`src/rtl/mac_pkg.sv`:
```
// ============================================================================
//  mac_pkg
//  Shared FSM state type, accumulator width helper and default constants
//  for the controlador_mac multiply-accumulate sequencer.
//  Revision: 1.0
// ============================================================================
`default_nettype none

package mac_pkg;

   typedef enum logic [2:0] {
      IDLE   = 3'd0,
      LAUNCH = 3'd1,
      WAIT   = 3'd2,
      ACCUM  = 3'd3,
      DONE   = 3'd4
   } state_t;

   localparam int TIMEOUT_DEF = 64;

   // Headroom of log2(terms) bits keeps a full group of extreme products from overflowing.
   function automatic int acc_width(input int num_bits, input int num_terms);
      return 2 * num_bits + $clog2(num_terms);
   endfunction

endpackage

`default_nettype wire

```
`src/rtl/detector_flanco.sv`:
```
// ============================================================================
//  detector_flanco
//  Rising-edge detector: registers the previous level every cycle.
//  Revision: 1.0
// ============================================================================
`default_nettype none

module detector_flanco (
   input  logic clk,
   input  logic reset,
   input  logic nivel_i,
   output logic flanco_o
);

   logic prev_q;

   always_ff @(posedge clk) begin
      if (reset) begin
         prev_q <= 1'b0;
      end else begin
         prev_q <= nivel_i;
      end
   end

   assign flanco_o = nivel_i & ~prev_q;

endmodule

`default_nettype wire

```
`src/rtl/controlador_mac.sv`:
```
// ============================================================================
//  controlador_mac
//  Feeds operand pairs to a sequential multiplier, accumulates NUM_TERMS
//  signed products and presents the dot product over valid/ready.
//  Revision: 1.0
// ============================================================================
`default_nettype none

module controlador_mac
   import mac_pkg::*;
#(
   parameter int NUM_BITS  = 3,
   parameter int NUM_TERMS = 4,
   parameter int ACC_BITS  = acc_width(NUM_BITS, NUM_TERMS),
   parameter int TIMEOUT   = TIMEOUT_DEF
) (
   input  logic                         clk,
   input  logic                         reset,
   input  logic                         in_valid,
   output logic                         in_ready,
   input  logic signed [NUM_BITS-1:0]   in_a,
   input  logic signed [NUM_BITS-1:0]   in_b,
   output logic signed [NUM_BITS-1:0]   mult_multiplicando,
   output logic signed [NUM_BITS-1:0]   mult_multiplicador,
   output logic                         mult_start,
   input  logic signed [2*NUM_BITS-1:0] mult_resultado,
   input  logic                         mult_fin,
   output logic                         out_valid,
   input  logic                         out_ready,
   output logic signed [ACC_BITS-1:0]   out_suma,
   output logic                         err
);

   localparam int PROD_BITS = 2 * NUM_BITS;
   localparam int CNT_W     = (NUM_TERMS > 1) ? $clog2(NUM_TERMS) : 1;
   localparam int WAIT_W    = $clog2(TIMEOUT + 1);
   localparam logic [CNT_W-1:0]  LAST_TERM = CNT_W'(NUM_TERMS - 1);
   localparam logic [WAIT_W-1:0] WAIT_LAST = WAIT_W'(TIMEOUT - 1);

   state_t                       state_q, state_d;
   logic signed [NUM_BITS-1:0]   op_a_q, op_a_d;
   logic signed [NUM_BITS-1:0]   op_b_q, op_b_d;
   logic signed [PROD_BITS-1:0]  prod_q, prod_d;
   logic signed [ACC_BITS-1:0]   acc_q, acc_d;
   logic [CNT_W-1:0]             cnt_q, cnt_d;
   logic [WAIT_W-1:0]            wait_q, wait_d;
   logic                         err_q, err_d;
   logic                         start_q, start_d;
   logic                         valid_q, valid_d;
   logic signed [ACC_BITS-1:0]   suma_q, suma_d;
   logic                         fin_edge;
   logic signed [ACC_BITS-1:0]   prod_ext;

   detector_flanco u_detector_flanco (
      .clk      (clk),
      .reset    (reset),
      .nivel_i  (mult_fin),
      .flanco_o (fin_edge)
   );

   // Signed cast sign-extends, so MIN*MIN stays a positive addend.
   assign prod_ext = ACC_BITS'(prod_q);

   always_comb begin
      state_d = state_q;
      op_a_d  = op_a_q;
      op_b_d  = op_b_q;
      prod_d  = prod_q;
      acc_d   = acc_q;
      cnt_d   = cnt_q;
      wait_d  = wait_q;
      err_d   = err_q;

      case (state_q)
         IDLE: begin
            if (in_valid && in_ready) begin
               op_a_d  = in_a;
               op_b_d  = in_b;
               state_d = LAUNCH;
            end
         end
         LAUNCH: begin
            wait_d  = '0;
            state_d = WAIT;
         end
         WAIT: begin
            if (fin_edge) begin
               prod_d  = mult_resultado;
               state_d = ACCUM;
            end else if (wait_q == WAIT_LAST) begin
               err_d   = 1'b1;
               acc_d   = '0;
               cnt_d   = '0;
               state_d = IDLE;
            end else begin
               wait_d = wait_q + WAIT_W'(1);
            end
         end
         ACCUM: begin
            acc_d = acc_q + prod_ext;
            if (cnt_q == LAST_TERM) begin
               state_d = DONE;
            end else begin
               cnt_d   = cnt_q + CNT_W'(1);
               state_d = IDLE;
            end
         end
         DONE: begin
            if (out_ready) begin
               acc_d   = '0;
               cnt_d   = '0;
               state_d = IDLE;
            end
         end
         default: state_d = IDLE;
      endcase

      // Outputs are registered from the next state so they line up with it.
      start_d = (state_d == LAUNCH);
      valid_d = (state_d == DONE);
      suma_d  = valid_d ? acc_d : '0;
   end

   always_ff @(posedge clk) begin
      if (reset) begin
         state_q <= IDLE;
         op_a_q  <= '0;
         op_b_q  <= '0;
         prod_q  <= '0;
         acc_q   <= '0;
         cnt_q   <= '0;
         wait_q  <= '0;
         err_q   <= 1'b0;
         start_q <= 1'b0;
         valid_q <= 1'b0;
         suma_q  <= '0;
      end else begin
         state_q <= state_d;
         op_a_q  <= op_a_d;
         op_b_q  <= op_b_d;
         prod_q  <= prod_d;
         acc_q   <= acc_d;
         cnt_q   <= cnt_d;
         wait_q  <= wait_d;
         err_q   <= err_d;
         start_q <= start_d;
         valid_q <= valid_d;
         suma_q  <= suma_d;
      end
   end

   assign in_ready           = (state_q == IDLE) & ~reset;
   assign mult_multiplicando = op_a_q;
   assign mult_multiplicador = op_b_q;
   assign mult_start         = start_q;
   assign out_valid          = valid_q;
   assign out_suma           = suma_q;
   assign err                = err_q;

endmodule

`default_nettype wire

```
`config.mk`:
```
export PLATFORM = sky130hd
export DESIGN_NAME = controlador_mac
export DESIGN_NICKNAME = d
export VERILOG_FILES = /design/src/rtl/mac_pkg.sv /design/src/rtl/detector_flanco.sv /design/src/rtl/controlador_mac.sv
export SDC_FILE = /design/constraint.sdc
export NUM_CORES = 1
export LEC_CHECK = 0
export CAP_MARGIN = 25
export CORE_MARGIN = 2
export CORE_UTILIZATION = 40
export DETAILED_ROUTE_END_ITERATION = 10
export DONT_BUFFER_PORTS = 1
export PLACE_DENSITY = 0.6
export SYNTH_ARGS = -nofsm -noshare
export SYNTH_HDL_FRONTEND = slang
export SYNTH_SLANG_ARGS = --single-unit
export TNS_END_PERCENT = 30
```
`constraint.sdc`:
```
create_clock -name clk -period 2.3 [get_ports clk]
set_input_delay 0.345 -clock clk [delete_from_list [all_inputs] [get_ports clk]]
set_output_delay 0.345 -clock clk [all_outputs]
set_load 0.01 [all_outputs]
```
Word level (Yosys, flattened, before mapping)
Index checks and enable logic that the tools add are counted.

$add $sub $neg: 3. Equal/unequal tests: 13. Multiplexer cells: 18. Bitwise logic cells: 6. Reduce and logical (&&, ||, !) cells: 10.

Operator list (number): $mux 8 (3); $pmux 8 s3 (1); $mux 3 (5); $pmux 3 s5 (1); $mux 7 (2); $pmux 7 s2 (1); $ne 2x2->1 const B (5); $add 8x6->8 (1); $mux 2 (4); $add 7x1->7 const B (1); $eq 7x6->1 const B (1); $eq 3x1->1 const B (2); $eq 3x2->1 const B (2); $eq 3x3->1 const B (2); $pmux 2 s3 (1); $reduce_and 3->1 (2); $reduce_and 5->1 (1); $not 1->1 (4); $reduce_and 2->1 (2); $logic_not 3->1 (1); $reduce_bool 3->1 (1); $add 2x1->2 const B (1); $and 1x1->1 (2); $eq 2x2->1 const B (1); other kinds (3) (3).

Flip-flop bits (word level): 44. Output and inout port bits: 18. Word-level logic and storage cells: 62.

Longest topological paths before layout
Gate-level depths: netlist of the first run.

Depth after elaboration: 8. Mapped depth: 8.

Hierarchy
From an unflattened synthesis of the first run, not the netlist that was laid out.

Cell total of the unflattened synthesis: 243. Area total of the unflattened synthesis: 2147.1 um^2.

Modules (own cells, without submodules): controlador_mac (instances 1, cells an instance 240, area each 2099.5 um^2); detector_flanco (instances 1, cells an instance 3, area each 47.5 um^2).

Least setup slack after synthesis of the first run
OpenSTA, ideal clock, no wires.

Path kind: register to register. From: register prod_q[0]. To: register acc_q[6]. Library setup time: 0.132 ns. Arrival: 1.585 ns. Required time: 2.168 ns. Slack: 0.583 ns. Cell stages (with the launch flop): 9. Buffers on the path: 0. Cell sequence: dfxtp_1 > ha_1 > inv_1 > fa_1 > nor2b_1 > o31a_1 > o2111a_1 > nor3_1 > a21oi_1.

Word-level cells in the longest chain between the ends: 2.

RTL lines: from (decl) (RTL line controlador_mac.sv:43) `logic signed [PROD_BITS-1:0] prod_q, prod_d;`; from (signal assigned) (RTL line controlador_mac.sv:141) `prod_q <= prod_d;`; $add 8x6->8 (RTL line controlador_mac.sv:100) `acc_d = acc_q + prod_ext;`; $pmux 8 s3 (RTL line controlador_mac.sv:74) `case (state_q)`; to (signal assigned) (RTL line controlador_mac.sv:130) `acc_q <= '0;`; to (signal assigned) (RTL line controlador_mac.sv:142) `acc_q <= acc_d;`; to (decl) (RTL line controlador_mac.sv:44) `logic signed [ACC_BITS-1:0] acc_q, acc_d;`.

No other way between the ends. A chain may end at the register's enable or synchronous reset.

Worst setup path after layout of the first run
Ends and elaborated chain as after synthesis.

==> run_results.csv, run 1 <==
group,metric,value,unit
outcome,status,"completed",
logic_synthesis,synth_area,2090,sq um
sta,fmax,529,MHz
clock_tree,clockBufferDepth,2,
placed_design,gp_congestion,0.798,
power_and_ir_drop,leakage,0.809,nW
sta,worst_clock_skew,0.0116,ns
routing,routed_via_density,5.32,
clock_tree,clockRootBuffer,"clkbuf_8",
setup_path,critPathArrivalTime,2.07,ns
setup_path,r2r-start,"prod_q[0]",
sta,slew_headroom,56.5,%
logic_synthesis,synth_area_leaders,"dfxtp_1 (42%), a21oi_1 (6.5%), nand2_1 (6.3%)",
routing,dr_total_vias,1686,
setup_path,r2r-end,"acc_q[6]",
setup_path,cp_max_fo,3,
sta,post-route-min-period,1.89,ns
die,pin_count,35,
die,core,5070,sq um
clock_tree,tritoncts,"yes",
sta,tns,0,ns
clock_tree,clk_pin_slew,0.09,ns
min_path,hp-class,"input port to flip-flop",
logic_synthesis,syn_inst,249,
clock_tree,clock-sinks,44,
final_layout,diodes,0,
logic_synthesis,synth_warnings,0,
min_path,whs_endpoint,"cnt_q[1]",
sta,rsz0062_at_grt,"false",
logic_synthesis,syn_area_per_cell,8.39,sq um
sta,whs,0.110,ns
power_and_ir_drop,power,1.39,mW
final_layout,layout.nets,273,
power_and_ir_drop,combPwrFrac,5.4,%
setup_path,critPathKind,"flip-flop to flip-flop",
power_and_ir_drop,intPower,1.05,mW
setup_path,required,2.48,ns
global_route,antenna_found_initial,0,
final_layout,seqCellArea,881,sq um
logic_synthesis,ys_top_cells_by_count,"dfxtp_1 (44), nand2_1 (35), a21oi_1 (27)",
clock_tree,numCtsBuffers,5,
logic_synthesis,ys_seq_elements,44,
routing,wire_per_inst,13.9,um
final_layout,multi_input_area,1120,sq um
global_route,groute.usage.overall,16.0,%
power_and_ir_drop,ir_worst_vdd,0.397,mV
logic_synthesis,synth_edf_count,0,
setup_path,cp-start-kind,"flip-flop",
setup_path,r2r_slack,0.41,ns
placed_design,port_buffers,0,
global_route,grt_pass1_wl,7600,um
final_layout,synthToLayoutAreaGrowth,7.37,%
clock_tree,h-tree-depth,2,
min_path,min_from,"reset",
routing,wirelength,4400,um
setup_path,rr_worst_depth,8,
global_route,overflow,0,
logic_synthesis,yosysMostFrequentCell,"dfxtp_1",
final_layout,final.fill_count,525,
logic_synthesis,ys_seq_area_share,42.2,%
run,maxCapViolCount,0,
power_and_ir_drop,switchingPower,337,uW
clock_tree,worstSkewPairLatency,0.30,ns
power_and_ir_drop,swShare,24.3,%
sta,finalMaxSlewViolations,0,
logic_synthesis,yosys.area.top_type_share,42.2,%
power_and_ir_drop,power_density,618,nW/um^2
sta,fin_crit_sh,82.2,%
final_layout,final_layout_size_suffix_gt1_share,5.67,%
setup_path,worst_setup_path_end_kind,"flip-flop",
placed_design,hpwlAfterDp,3030,um
die,start_util,41.2,%
logic_synthesis,synthArstFlopShare,0,%
routing,drt_iter0_markers,68,
routing,postRouteAntennaNets,0,
die,die-area,5820,sq um
sta,setup_viol_count_final,0,
global_route,grt_start_max_net_pins,39,
power_and_ir_drop,pwr-share-clk,37.6,%
logic_synthesis,synth_top_area_cell,"dfxtp_1",
die,die-width,76.3,um
global_route,grt_pass1_vias,1642,
logic_synthesis,syn-num-nets,276,
sta,hold_viol,0,
routing,first_pass_iters,6,
power_and_ir_drop,pwr-share-seq,57.1,%
min_path,whs_path_depth,1,
die,rows,26,
die,die_height,76.3,um
sta,tightest_slew,0.653,ns
routing,drc,0,
logic_synthesis,yosys_most_used_dff,"dfxtp_1",
logic_synthesis,synth_cell_types,46,
[metal layers]
metal  global-route usage [%]  routed length, um  vias up
met5                        0                  0        -
met4                     4.36                 40        0
met3                     4.62                216        5
met2                     28.0               2090       35
met1                     19.3               2050      779
li1                         -                  -      867
[how the worst max path moves through the flow]
stage | startpoint | to | slack, ns | cells past startpoint
detailed placement | mult_fin | out_suma[3] | 0.25 | 5
global placement | wait_q[0] | out_suma[2] | 0.23 | 6
floorplan | prod_q[0] | acc_q[6] | 0.58 | 8
CTS | wait_q[0] | acc_q[3] | 0.22 | 6
finish | prod_q[0] | acc_q[6] | 0.41 | 8
global route | wait_q[0] | out_suma[3] | 0.16 | 6
[stage by stage]
| step | area (sq um) | setup WS [ns] | utilization, % | instances |
|---|---|---|---|---|
| after floorplan | 2090 | 0.583 | - | 249 |
| after global routing | 2240 | 0.160 | 44.2 | 317 |
| after CTS | 2240 | 0.221 | 44.1 | 317 |
| final | 2240 | 0.409 | 44.2 | 317 |
| after detailed placement | 2140 | 0.253 | 42.2 | 309 |
| after global placement | 2140 | 0.227 | 42.2 | 309 |
[power by group through the flow]
stage | combinational (mW) | sequential [mW] | clock [mW]
6_report | 0.0745 | 0.792 | 0.521
5_1_grt | 0.0868 | 0.794 | 0.552
4_1_cts | 0.0743 | 0.792 | 0.527
3_5_place_dp | 0.0738 | 0.810 | 0
3_3_place_gp | 0.0733 | 0.809 | 0
2_1_floorplan | 0.0731 | 0.802 | 0
[registers in the layout, summed over array words and instances, names as in the netlist]
name / cells
out_suma: 8
err: 1
u_detector_flanco.prev_q: 1
cnt_q: 2
out_valid: 1
prod_q: 6
acc_q: 8
mult_multiplicador: 3
wait_q: 7
state_q: 3
mult_multiplicando: 3
mult_start: 1
[critical path, cell delays in order, from the launching register on]
cell and delay (ns):
dfxtp_1 0.34, ha_1 0.20, inv_1 0.06, fa_1 0.41, nor2b_1 0.16, o31a_1 0.20, nor3_1 0.07, nor3_1 0.23
a21oi_1 0.11
[kinds of logic after synthesis]
kind of cell	Yosys count	share of synthesized area (%)
and+or+nand+nor	107	26.0
buffers and inverters	22	4.37
adders and majority gates	10	6.35
xor gates and xnor gates	6	2.51
muxes	1	0.479
AOI/OAI and AO/OA	59	18.1
DFF	44	42.2
[area by class of cell]
class                      count  share of cell area, %
multi-input combinational    183                   50.1
sequential                    44                   39.3
tap                           70                   3.90
clock buffer                   7                   3.85
inverter                       9                   1.51
timing repair buffer           3                   1.00
clock inverter                 1                  0.335
[placed cells by master, fill, tap and decap left out, types with 2 or more instances in the layout]
cell type / n
nor4_1: 4
a22oi_1: 3
nand3_1: 8
nor2_1: 21
buf_4: 3
xnor2_1: 6
ha_1: 9
o21ai_0: 8
nor2b_1: 7
o211ai_1: 2
or3_1: 3
nor4b_1: 2
and2_1: 3
nand2b_1: 8
nand3b_1: 4
nand2_1: 35
clkbuf_8: 6
o21bai_1: 2
inv_1: 9
a21oi_1: 27
dfxtp_1: 44
or4_1: 2
a211oi_1: 5
nor3_1: 3
[timing repair]
item                                   CTS  global route
resized for setup                        0             1
endpoints found under the hold margin    0             0
hold buffers                             0             0
setup endpoints to repair                0             4
setup buffers                            0             0
Note: power is estimated with default switching activity, not from simulation.
==> inputs of run 2 (changes only) <==
clock period = 2 ns   (was 2.3 ns; I/O delays follow)
==> run 2 against run 1 <==
  * Global-route usage fell by 0.65 points
  * Hold slack got worse by 0.050 ns
  * Clock power rose by 35%
  * Flip-flop and latch count did not move
  * Sequential power rose by 15%
  * Critical endpoint unchanged
==> run_results.csv, run 2 (same netlist as run 1, synthesis figures left out) <==
group,metric,value,unit
outcome,status,"completed",
sta,setup_viol_count_final,0,
routing,drc,0,
global_route,overflow,0,
setup_path,r2r_slack,0.21,ns
power_and_ir_drop,power_density,746,nW/um^2
final_layout,layout.nets,275,
setup_path,critPathArrivalTime,1.99,ns
final_layout,multi_input_area,1120,sq um
setup_path,required,2.20,ns
die,die_height,76.3,um
final_layout,final_layout_size_suffix_gt1_share,7.23,%
power_and_ir_drop,power,1.70,mW
final_layout,final_cell_mix,"dfxtp_1 (44), nand2_1 (35), a21oi_1 (27)",
routing,postRouteAntennaNets,0,
sta,tns,0,ns
clock_tree,clk_pin_slew,0.09,ns
global_route,groute.usage.overall,15.4,%
final_layout,stdcell_count,319,
sta,slew_headroom,64.2,%
final_layout,synthToLayoutAreaGrowth,9.10,%
sta,fmax,559,MHz
clock_tree,clockBufferDepth,2,
routing,wirelength,4230,um
die,die-width,76.3,um
placed_design,port_buffers,0,
clock_tree,numCtsBuffers,5,
setup_path,worst_setup_path_end_kind,"flip-flop",
setup_path,cp-start-kind,"flip-flop",
placed_design,dp_cells,311,
routing,drt_iter0_markers,78,
sta,fin_crit_sh,89.5,%
sta,rsz0062_at_grt,"false",
placed_design,hpwlAfterDp,2990,um
clock_tree,tritoncts,"yes",
final_layout,diodes,0,
final_layout,final_common_cell,"dfxtp_1",
power_and_ir_drop,leakage,0.826,nW
die,core,5070,sq um
global_route,antenna_found_initial,0,
die,pin_count,35,
setup_path,cp_max_fo,3,
final_layout,final.fill_count,527,
sta,tightest_slew,0.532,ns
routing,wire_per_inst,13.3,um
die,die-area,5820,sq um
final_layout,seqCellArea,881,sq um
sta,worst_clock_skew,0.00392,ns
clock_tree,cts_setup_buffers,0,
sta,hold_viol,0,
routing,routed_via_density,5.26,
clock_tree,worstSkewPairLatency,0.30,ns
clock_tree,h-tree-depth,2,
run,maxCapViolCount,0,
die,rows,26,
routing,first_pass_iters,4,
clock_tree,clockRootBuffer,"clkbuf_8",
sta,post-route-min-period,1.79,ns
routing,dr_total_vias,1679,
sta,timing.final.ws_setup,0.211,ns
sta,finalMaxSlewViolations,0,
power_and_ir_drop,ir_worst_vdd,0.351,mV
placed_design,preCtsSetupSlack,0.190,ns
final_layout,utilization,44.9,%
setup_path,critPathKind,"flip-flop to flip-flop",
global_route,grt_pass1_wl,7200,um
placed_design,gp_congestion,0.791,
min_path,hp-class,"input port to flip-flop",
global_route,grt_pass1_vias,1579,
die,start_util,41.2,%
clock_tree,clock-sinks,44,
global_route,grt_start_max_net_pins,39,
run 2: critical path: stages, from the launching register on:
cell	delay, ns
dfxtp_1	0.32
ha_1	0.22
inv_1	0.07
fa_1	0.22
nor2b_2	0.06
o31a_1	0.27
o2111a_1	0.25
nor3_2	0.19
a21oi_1	0.08
run 2: repair_timing:
item | 4_1_cts | 5_1_grt
endpoints found under the setup margin | 0 | 2
resized for setup | 0 | 2
hold buffers | 0 | 0
hold endpoints to repair | 0 | 0
run 2: final cells by class:
class                   count  share of cell area (%)
repair buffers              5                    1.65
clock buffers               5                    3.02
flip-flops and latches     44                    38.6
inverters                   9                    1.48
multi-input cells         183                    49.3
clock inverters             3                    2.03
well taps                  70                    3.84
run 2: routing by layer:
metal,GRT usage (%),vias up,part of all wire [%]
met1,19.1,765,48
li1,-,873,-
met5,0,-,0
met2,25.8,33,46
met3,3.55,8,4.4
met4,6.00,0,1.6
run 2: metrics by stage:
stage                     hold WS [ns]  instance area [sq um]
after floorplan                  0.428                   2090
after global placement           0.373                   2160
after detailed placement         0.376                   2160
after CTS                       0.0469                   2270
after global routing            0.0457                   2280
final                           0.0596                   2280
run 2: path summary, 6_finish.rpt:
path              from  depth (start not counted)   endpoint
min reg2reg  prod_q[0]                          2  prod_q[0]
max          prod_q[0]                          8   acc_q[6]
max reg2reg  prod_q[0]                          8   acc_q[6]
min              reset                          1  prod_q[5]
run 2: report_power, final:
part	leakage, nW	internal, mW	switching (mW)
registers	0.356	0.891	0.0185
logic	0.415	0.0364	0.0500
clock network	0.0548	0.376	0.329
